### src/rtl/axi_pkg.sv
// -----------------------------------------------------------------------------
// axi_pkg
// Shared definitions for the AXI-Stream transmit packer.
//   tx_state_e : packer FSM states (ACCUM gathers bytes, FLUSH emits the tail
//                beat of a packet whose last chunk overflowed one beat).
//   keep_mask  : contiguous byte-qualifier mask with the lowest n bits set.
//                The result is MAX_BYTES wide; callers size-cast it to their
//                own byte count.
// -----------------------------------------------------------------------------
package axi_pkg;

   typedef enum logic [0:0] {
      ACCUM = 1'b0,
      FLUSH = 1'b1
   } tx_state_e;

   localparam int unsigned MAX_BYTES = 128;

   function automatic logic [MAX_BYTES-1:0] keep_mask(input int unsigned n);
      logic [MAX_BYTES-1:0] m;
      m = '0;
      for (int unsigned i = 0; i < MAX_BYTES; i++) begin
         m[i] = (i < n);
      end
      return m;
   endfunction

endpackage

### src/rtl/axis_out_reg.sv
// -----------------------------------------------------------------------------
// axis_out_reg
// Registered AXI-Stream output slice. A beat offered on load is captured and
// presented on the t* outputs on the next cycle; the beat holds unchanged
// while tready is low.
//   clk, rst_n   : clock, asynchronous active-low reset
//   load         : capture load_data/keep/last (only while ready is high)
//   load_data    : beat data
//   load_keep    : beat byte qualifiers
//   load_last    : beat ends a packet
//   ready        : slice can take a beat this cycle (empty or draining)
//   tvalid/tdata/tkeep/tlast : AXI-Stream master outputs
//   tready       : downstream ready
// -----------------------------------------------------------------------------
module axis_out_reg #(
   parameter int DATA_WIDTH = 64
) (
   input  logic                    clk,
   input  logic                    rst_n,
   input  logic                    load,
   input  logic [DATA_WIDTH-1:0]   load_data,
   input  logic [DATA_WIDTH/8-1:0] load_keep,
   input  logic                    load_last,
   output logic                    ready,
   output logic                    tvalid,
   output logic [DATA_WIDTH-1:0]   tdata,
   output logic [DATA_WIDTH/8-1:0] tkeep,
   output logic                    tlast,
   input  logic                    tready
);

   // The slice can be refilled in the same cycle its current beat drains,
   // which is what lets full beats stream at one per cycle.
   assign ready = !tvalid || tready;

   always_ff @(posedge clk or negedge rst_n) begin
      if (!rst_n) begin
         tvalid <= 1'b0;
         tdata  <= '0;
         tkeep  <= '0;
         tlast  <= 1'b0;
      end else if (load) begin
         tvalid <= 1'b1;
         tdata  <= load_data;
         tkeep  <= load_keep;
         tlast  <= load_last;
      end else if (tready) begin
         tvalid <= 1'b0;
      end
   end

endmodule

### src/rtl/axi_tx.sv
// -----------------------------------------------------------------------------
// axi_tx
// Packs variable-length byte chunks into full-width AXI-Stream beats.
// Accepted bytes are appended to a residue of fewer than B bytes; whenever a
// full beat's worth is available it is emitted, and the final beat of a packet
// carries whatever remains with tlast set. A last chunk that overflows one
// beat emits a full beat first and the tail from FLUSH on the next slot.
//   clk, rst_n : clock, asynchronous active-low reset
//   in_valid/in_data/in_count/in_last/in_ready : chunk input handshake;
//                valid bytes occupy lanes 0..in_count-1
//   tvalid/tdata/tkeep/tlast/tready : AXI-Stream output
//   pkt_count  : number of tlast handshakes since reset (wraps)
// -----------------------------------------------------------------------------
module axi_tx
   import axi_pkg::*;
#(
   parameter int DATA_WIDTH = 64
) (
   input  logic                               clk,
   input  logic                               rst_n,
   input  logic                               in_valid,
   input  logic [DATA_WIDTH-1:0]              in_data,
   input  logic [$clog2(DATA_WIDTH/8+1)-1:0]  in_count,
   input  logic                               in_last,
   output logic                               in_ready,
   output logic                               tvalid,
   output logic [DATA_WIDTH-1:0]              tdata,
   output logic [DATA_WIDTH/8-1:0]            tkeep,
   output logic                               tlast,
   input  logic                               tready,
   output logic [31:0]                        pkt_count
);

   localparam int B  = DATA_WIDTH / 8;
   localparam int CW = $clog2(B + 1);
   localparam int TW = CW + 1;          // holds residue + chunk, up to 2B-1

   tx_state_e               state, state_nxt;
   logic [DATA_WIDTH-1:0]   res_data, res_data_nxt;
   logic [CW-1:0]           res_cnt, res_cnt_nxt;

   logic                    slice_ready;
   logic                    accept;
   logic                    load;
   logic [DATA_WIDTH-1:0]   load_data;
   logic [B-1:0]            load_keep;
   logic                    load_last;

   logic [DATA_WIDTH-1:0]   in_masked;
   logic [2*DATA_WIDTH-1:0] merged;
   logic [TW-1:0]           total;

   // rst_n gates in_ready so the producer sees no acceptance during reset.
   assign in_ready = rst_n && (state == ACCUM) && slice_ready;
   assign accept   = in_valid && in_ready;

   // Bytes above in_count are zeroed so the residue never carries stale lanes
   // into a later beat, and a null beat comes out with tdata all zero.
   always_comb begin
      in_masked = '0;
      for (int i = 0; i < B; i++) begin
         if (i < 32'(in_count)) begin
            in_masked[8*i +: 8] = in_data[8*i +: 8];
         end
      end
   end

   // Residue sits in the low lanes; the new chunk lands right after it.
   assign merged = {{DATA_WIDTH{1'b0}}, res_data}
                 | ({{DATA_WIDTH{1'b0}}, in_masked} << {res_cnt, 3'b000});
   assign total  = TW'(res_cnt) + TW'(in_count);

   always_comb begin
      state_nxt    = state;
      res_data_nxt = res_data;
      res_cnt_nxt  = res_cnt;
      load         = 1'b0;
      load_data    = '0;
      load_keep    = '0;
      load_last    = 1'b0;

      case (state)
         ACCUM: begin
            if (accept) begin
               if ((total > TW'(B)) || ((total == TW'(B)) && !in_last)) begin
                  // Full beat goes out now; overflow bytes stay behind.
                  load         = 1'b1;
                  load_data    = merged[DATA_WIDTH-1:0];
                  load_keep    = '1;
                  load_last    = 1'b0;
                  res_data_nxt = merged[2*DATA_WIDTH-1:DATA_WIDTH];
                  res_cnt_nxt  = CW'(total - TW'(B));
                  if (in_last) begin
                     state_nxt = FLUSH;
                  end
               end else if (in_last) begin
                  // Whole packet remainder fits one beat (possibly null).
                  load         = 1'b1;
                  load_data    = merged[DATA_WIDTH-1:0];
                  load_keep    = B'(keep_mask(32'(total)));
                  load_last    = 1'b1;
                  res_data_nxt = '0;
                  res_cnt_nxt  = '0;
               end else begin
                  res_data_nxt = merged[DATA_WIDTH-1:0];
                  res_cnt_nxt  = CW'(total);
               end
            end
         end

         FLUSH: begin
            // The tail is handed to the output slice as soon as it has room;
            // the packer returns to ACCUM at that hand-off, so input is held
            // off for exactly one slot.
            if (slice_ready) begin
               load         = 1'b1;
               load_data    = res_data;
               load_keep    = B'(keep_mask(32'(res_cnt)));
               load_last    = 1'b1;
               res_data_nxt = '0;
               res_cnt_nxt  = '0;
               state_nxt    = ACCUM;
            end
         end
      endcase
   end

   always_ff @(posedge clk or negedge rst_n) begin
      if (!rst_n) begin
         state    <= ACCUM;
         res_data <= '0;
         res_cnt  <= '0;
      end else begin
         state    <= state_nxt;
         res_data <= res_data_nxt;
         res_cnt  <= res_cnt_nxt;
      end
   end

   always_ff @(posedge clk or negedge rst_n) begin
      if (!rst_n) begin
         pkt_count <= '0;
      end else if (tvalid && tready && tlast) begin
         pkt_count <= pkt_count + 32'd1;
      end
   end

   axis_out_reg #(
      .DATA_WIDTH (DATA_WIDTH)
   ) u_out_reg (
      .clk       (clk),
      .rst_n     (rst_n),
      .load      (load),
      .load_data (load_data),
      .load_keep (load_keep),
      .load_last (load_last),
      .ready     (slice_ready),
      .tvalid    (tvalid),
      .tdata     (tdata),
      .tkeep     (tkeep),
      .tlast     (tlast),
      .tready    (tready)
   );

endmodule

### config.mk
export PLATFORM = sky130hd
export DESIGN_NAME = axi_tx
export DESIGN_NICKNAME = d
export VERILOG_FILES = /design/src/rtl/axi_pkg.sv /design/src/rtl/axis_out_reg.sv /design/src/rtl/axi_tx.sv
export SDC_FILE = /design/constraint.sdc
export NUM_CORES = 1
export LEC_CHECK = 0
export ABC_AREA = 1
export ABC_CLOCK_PERIOD_IN_PS = 3000
export CORE_ASPECT_RATIO = 1.4
export CORE_MARGIN = 4
export CORE_UTILIZATION = 57
export CTS_CLUSTER_SIZE = 20
export DETAILED_ROUTE_END_ITERATION = 8
export PLACE_DENSITY = 0.83
export SYNTH_ARGS = -nofsm -noshare
export SYNTH_HDL_FRONTEND = slang
export SYNTH_HIERARCHICAL = 1
export SYNTH_SLANG_ARGS = --single-unit
### constraint.sdc
create_clock -name clk -period 3 [get_ports clk]
set_clock_uncertainty 0.2 [all_clocks]
set_input_delay 0.45 -clock clk [delete_from_list [all_inputs] [get_ports clk]]
set_output_delay 0.45 -clock clk [all_outputs]
set_load 0.02 [all_outputs]
==> results by group, run 1 <==
Job
  – Max-cap violations: 0

Clock network
  – H-tree levels: 4
  – TritonCTS buffer count: 17
  – CTS tree: built
  – Root Driver: clkbuf_16
  – Clock sinks: 175
  – Clk buf depth: 2
  – Clock Latency Late Sink: 0.44 ns
  – Clk pin slew, worst setup/hold paths: 0.07 ns

Power
  – Combinational power share: 66.2%
  – Leakage: 8.56 nW
  – PwrDens: 1020 nW/um^2
  – Internal Pwr Total: 7.97 mW
  – Clock power share: 12.8%
  – Total Power: 17.1 mW
  – Switching share of total power: 53.3%
  – Seq pwr share: 21.0%
  – Net Switching: 9.09 mW
  – Largest vdd supply drop: 0.000629 V

Floorplan
  – Die width: 136 um
  – DIE HEIGHT: 187 um
  – Top-level I/O count: 180
  – Die area: 25500 um^2
  – Num rows: 65
  – Initial Util: 58.0%
  – Core Box Area: 22600 um^2

Yosys
  – Synth Cell Area: 13100 um^2
  – Syn_nets: 2201
  – Register bit total from synthesis: 175
  – Mapped Cells: 2122
  – Netlist cell types: 38
  – Top cell type's share of synthesized area: 33.4%
  – Dominant cell type by area after synthesis: dfrtp_1
  – Syn Area/Cell: 6.18 um^2
  – Synth top area cells: dfrtp_1 (33%), nand2_1 (23%), nand3_1 (16%)
  – Syn. warnings: 6
  – Register area share after synthesis: 33.4%

STA
  – Tcrit/Tclk final: 98.0%
  – Least-Margin Pin Slew: 0.983 ns
  – Fin. max-slew vios: 0
  – Peak Freq: 340 MHz
  – Final setup violation count: 0
  – Fin. Hold Viols: 33
  – Worst slew margin: 34.5%
  – Period minus WS final: 2.94 ns
  – Worst hold slack: -0.0463 ns

Finish
  – Fin util: 74.3%
  – Area occupied by multi-input gates: 7530 um^2
  – Share of layout cells above drive strength 1: 9.59%
  – # nets final: 2425
  – P&R area growth vs syn: 28.2%
  – Final Non-Filler Cells: 2658
  – Number of fill cells: 1688
  – Area occupied by registers: 4380 um^2

Global route
  – Total Routing Usage GR: 46.4%
  – Initial antenna violation count: 1
  – Vias in the first global route: 16300
  – First-pass GRT wire length: 91900 um
  – Largest net degree at the start of global routing: 176
  – Total gr overflow: 0

Placed design
  – IO buf count: 179
  – Placed Cells incl. Taps: 2625
  – HPWL Detailed: 43200 um
  – RD Place Congestion: 1.07

Drt
  – Vias per Instance: 6.36
  – ANT nets after route: 0
  – # DRC: 0
  – DRT iter0 DRCs: 2853
  – WL/cell: 22.7 um
  – Total wire length: 60300 um
  – First-pass DRT Iterations: 8
  – Vias: 16900

Worst setup path
  – Delay-heaviest family, CP: simple AND/OR/NAND/NOR gates
  – Crit path kind: primary input to register
  – Critical path's slowest cell: clkdlybuf4s50_1
  – Crit-path cells: clkdlybuf4s50_1 > fa_1 > nand2_1 > nand2_1 > a21oi_4 > nand3_4 > nand2_2 > nand2_4 > inv_6 > nand2_8 > buf_6 > nand2_1 > o21ai_0 > nand2_1 > nand2_1
  – Startpoint types: primary input
  – Arr. time, crit path: 3.05 ns
  – CP Data Required Time: 3.11 ns
  – CP max stage delay: 0.54 ns
  – Most Frequent Cell on Critical Path: nand2_1
  – Crit path max fanout: 12
  – Crit end category: register
  – CP Buf/Inv Count: 3

Run status
  – Status: finished with violations
  – Failing checks: hold timing

Worst hold path
  – Worst hold path type: primary input to async pin
==> power groups by stage <==
stage / clock, mW / sequential, mW / combinational (mW)
final: 2.19 / 3.58 / 11.3
after global routing: 2.26 / 3.63 / 12.0
after CTS: 2.15 / 3.53 / 10.7
after detailed placement: 0 / 3.55 / 10.5
after global placement: 0 / 3.52 / 10.3
after floorplan: 0 / 3.93 / 5.58
==> final cells by class <==
class	instances	area share [%]
Antenna cell	1	0.0149
Clock buffer	21	2.80
Clock inverter	8	0.499
Inverter	159	3.60
Multi-Input combinational cell	1653	44.8
Sequential cell	175	26.1
Tap cell	301	2.24
Timing Repair Buffer	340	20.0
==> per-layer routing <==
layer,vias to the layer above,routed length (um),track usage [%]
met5,-,0,0
met4,0,6610,34.8
met3,432,6250,8.42
met2,1479,27300,74.6
met1,7639,20100,54.6
li1,7352,-,-
==> kinds of logic after synthesis <==
group	count (synthesis)	synth area share [%]
flops	175	33.4
buf+inv	294	9.48
simple gates	1387	45.4
xor+xnor	29	1.94
fa+ha+maj	6	0.630
compound gates	231	9.16
==> worst paths after layout <==
| check | from | to | slack [ns] | depth (start not counted) |
|---|---|---|---|---|
| worst max-delay path | in_count[1] | u_out_reg/tdata[29]$_DFFE_PN0P_ | 0.06 | 15 |
| worst min-delay path | rst_n | u_out_reg/tkeep[7]$_DFFE_PN0P_ | -0.05 | 2 |
| worst max register to register | res_cnt[0]$_DFFE_PN0P_ | u_out_reg/tdata[29]$_DFFE_PN0P_ | 0.08 | 15 |
| worst min register to register | u_out_reg/tdata[12]$_DFFE_PN0P_ | u_out_reg/tdata[12]$_DFFE_PN0P_ | 0.28 | 2 |
| max in group asynchronous | rst_n | res_data[55]$_DFFE_PN0P_ | 1.89 | 2 |
| min in group clk | u_out_reg/tdata[12]$_DFFE_PN0P_ | u_out_reg/tdata[12]$_DFFE_PN0P_ | 0.28 | 2 |
==> cells in the mapped netlist (all sizes together) <==
master,number
nand4,46
nand3b,2
nand3,413
dfrtp,175
a22oi,1
o32ai,1
o21ai,205
fa,1
o211ai,7
clkbuf,60
a21oi,14
clkinv,1
ha,5
o21a,2
o22ai,1
nor3,13
buf,75
inv,158
nor2,105
xor2,22
nor4,2
nand2,806
xnor2,7
==> flip-flops by register name (all words and copies together) (netlist names) <==
register / count
res_cnt: 4
state: 1
u_out_reg/tvalid: 1
pkt_count: 32
u_out_reg/tlast: 1
res_data: 64
u_out_reg/tdata: 64
u_out_reg/tkeep: 8
==> cells in the final DEF, fill, tap and decap left out, types with 12 or more instances in the layout <==
master / Yosys / final
clkdlybuf4s50_1: 0 / 177
nand4_1: 46 / 46
buf_12: 0 / 25
o21ai_0: 189 / 187
a21oi_1: 13 / 12
o21ai_1: 15 / 17
nand3_1: 410 / 410
inv_1: 152 / 152
nor2_1: 97 / 95
nand2_1: 801 / 800
buf_4: 2 / 132
clkbuf_16: 0 / 19
xor2_1: 22 / 22
dfrtp_1: 175 / 172
==> repair_timing <==
action | 4_1_cts | 5_1_grt
pin swaps | 0 | 1
endpoints found under the hold margin | 0 | 0
hold buffers | 0 | 0
cloned | 0 | 2
gates resized for setup | 1 | 16
endpoints found under the setup margin | 2 | 79
buffers inserted | 0 | 1
==> metrics by stage <==
step / TNS [ns] / cell area, um^2 / setup WS, ns
6_report: 0 / 16800 / 0.0605
2_1_floorplan: 0 / 13100 / 0.239
4_1_cts: 0 / 16700 / 0.0314
3_5_place_dp: -34.18 / 16100 / -0.382
3_3_place_gp: -19.42 / 16100 / -0.281
5_1_grt: -0.0146 / 16800 / -0.0146
Power figures use the tool's default switching activity.
==> run 2: changes to the inputs <==
- SETUP_SLACK_MARGIN: default -> 0.1
==> results by group, run 2 (synthesized netlist as in run 1, its figures left out) <==
Worst setup path
  – Crit end category: register
  – Startpoint types: register
  – Worst r2r src: res_cnt[0]$_DFFE_PN0P_
  – Crit path kind: register to register
  – Crit Reg-Reg Endpoint: u_out_reg/tdata[29]$_DFFE_PN0P_
  – Crit path max fanout: 12 (unchanged)
  – Setup slack, reg-to-reg: 0.04 ns (-0.04 ns)
  – R2R depth: 15 (unchanged)
  – Arr. time, crit path: 3.07 ns (+0.02 ns)
  – CP Data Required Time: 3.11 ns (about the same)

Floorplan
  – Initial Util: 58.0% (unchanged)
  – Core Box Area: 22600 um^2 (unchanged)
  – Top-level I/O count: 180 (unchanged)
  – Die width: 136 um (unchanged)
  – Num rows: 65 (unchanged)
  – Die area: 25500 um^2 (unchanged)
  – DIE HEIGHT: 187 um (unchanged)

Placed design
  – HPWL Detailed: 43200 um (unchanged)
  – IO buf count: 179 (unchanged)
  – Pre-CTS setup slack: -0.382 ns (unchanged)
  – RD Place Congestion: 1.07 (unchanged)
  – Area after DPL: 16100 um^2 (unchanged)

Global route
  – Largest net degree at the start of global routing: 176 (unchanged)
  – Initial antenna violation count: 2 (+1)
  – Total gr overflow: 0 (unchanged)
  – Vias in the first global route: 16300 (+0.24%)
  – First-pass GRT wire length: 92600 um (+0.80%)
  – Total Routing Usage GR: 46.8% (+0.42 points)

Drt
  – # DRC: 0 (unchanged)
  – Total wire length: 61500 um (+1.8%)
  – Vias: 17000 (+0.85%)
  – Vias per Instance: 6.42 (+0.92%)
  – First-pass DRT Iterations: 8 (unchanged)
  – ANT nets after route: 0 (unchanged)
  – DRT iter0 DRCs: 2813 (-1.4%)
  – WL/cell: 23.1 um (+1.9%)

Power
  – Total Power: 17.1 mW (+0.47%)
  – Combinational power share: 66.2% (about the same)
  – Clock power share: 12.8% (about the same)
  – Switching share of total power: 53.6% (+0.31 points)
  – Internal Pwr Total: 7.96 mW (-0.20%)
  – Leakage: 8.56 nW (about the same)
  – PwrDens: 1020 nW/um^2 (+0.58%)
  – Net Switching: 9.19 mW (+1.1%)
  – Largest vdd supply drop: 0.000627 V (-0.33%)
  – Seq pwr share: 20.9% (about the same)

Finish
  – Commonest cells after routing, fill and taps aside: nand2_1 (801), nand3_1 (409), o21ai_0 (184)
  – Share of layout cells above drive strength 1: 9.64% (+0.051 points)
  – Leading cell type in the layout, fill and taps excluded: nand2_1
  – Cell area after layout: 16800 um^2 (-0.11%)
  – Top flop regs: res_data: 64 flops, u_out_reg/tdata: 64 flops, pkt_count: 32 flops
  – P&R area growth vs syn: 28.0%
  – # nets final: 2423 (-0.082%)
  – Number of fill cells: 1707 (+1.1%)

Clock network
  – Clk buf depth: 2 (unchanged)
  – Clk pin slew, worst setup/hold paths: 0.07 ns (about the same)
  – Hold_buf cts: 0 (unchanged)
  – Root Driver: clkbuf_16
  – TritonCTS buffer count: 17 (unchanged)
  – Setup bufs post-CTS: 0 (unchanged)
  – Clock sinks: 175 (unchanged)
  – CTS tree: built
  – H-tree levels: 4 (unchanged)
  – Clock Latency Late Sink: 0.44 ns (about the same)

Run status
  – Failing checks: hold timing
  – Status: finished with violations

STA
  – Worst slew margin: 32.0% (-2.5 points)
  – Fin worst setup slack: 0.0379 ns (-0.0226 ns)
  – RSZ-0062 raised after global routing: true
  – Fin. Hold Viols: 36 (+9.1%)
  – Fin. max-slew vios: 0 (unchanged)
  – Least-Margin Pin Slew: 1.02 ns (+0.0376 ns)
  – Tcrit/Tclk final: 98.7% (+0.75 points)
  – Worst hold slack: -0.0744 ns (-0.0282 ns)
  – Peak Freq: 338 MHz (-0.76%)
  – Final setup violation count: 0 (unchanged)
  – Period minus WS final: 2.96 ns (+0.0226 ns)

Worst hold path
  – Worst hold path type: primary input to async pin

Job
  – Max-cap violations: 0 (unchanged)
-- run 2: critical path, stage by stage (launching register included) --
cell and delay [ns]:
dfrtp_2 0.43, ha_2 0.19, fa_2 0.36, nand2_1 0.08, nand2_1 0.10, a21oi_4 0.24, nand3_4 0.12, nand2_2 0.13
nand2_4 0.10, inv_8 0.13, nand2_8 0.11, buf_6 0.18, nand2_1 0.05, o21ai_0 0.15, nand2_1 0.14, nand2_1 0.10
-- run 2: cell type report --
class,instances,area [um^2],area share (%)
Inverter,159,604,3.60
Timing Repair Buffer,338,3330,19.8
Tap cell,301,377,2.24
Sequential cell,175,4380,26.1
Clock inverter,8,83.8,0.499
Antenna cell,1,2.50,0.0149
Clock buffer,21,470,2.80
Multi-Input combinational cell,1653,7540,44.9
-- run 2: worst max-delay path by stage --
stage / cells after the start / from / end
finish: 15 / res_cnt[0]$_DFFE_PN0P_ / u_out_reg/tdata[29]$_DFFE_PN0P_
global route: 12 / res_cnt[0]$_DFFE_PN0P_ / u_out_reg/tlast$_DFFE_PN0P_
CTS: 15 / in_count[1] / u_out_reg/tdata[26]$_DFFE_PN0P_
detailed placement: 13 / in_count[0] / u_out_reg/tlast$_DFFE_PN0P_
global placement: 10 / in_count[0] / res_data[31]$_DFFE_PN0P_
floorplan: 16 / in_count[0] / u_out_reg/tlast$_DFFE_PN0P_
-- run 2: power groups by stage --
stage | combinational [mW] | sequential (mW) | clock, mW
after floorplan | 5.58 | 3.93 | 0
after global placement | 10.3 | 3.52 | 0
after detailed placement | 10.5 | 3.55 | 0
after CTS | 10.7 | 3.53 | 2.15
after global routing | 12.0 | 3.65 | 2.28
final | 11.4 | 3.59 | 2.20
-- run 2: per-layer routing --
metal	track usage [%]	part of all wire [%]	wire length, um
met5	0	0.028	17
met4	35.5	11	6710
met3	8.64	11	7050
met2	75.2	45	27600
met1	54.9	33	20000
-- run 2: through the flow --
stage	cells	TNS (ns)	util (%)
global route	2656	0	74.3
CTS	2655	0	74.0
finish	2656	0	74.3
global placement	2625	-19.42	71.4
floorplan	2122	0	-
detailed placement	2625	-34.18	71.4
-- run 2: what timing repair did --
item / in CTS / in global routing
gates cloned: 1 / 0
endpoints found under the setup margin: 25 / 87
resized for setup: 4 / 18
pin swaps: 0 / 2
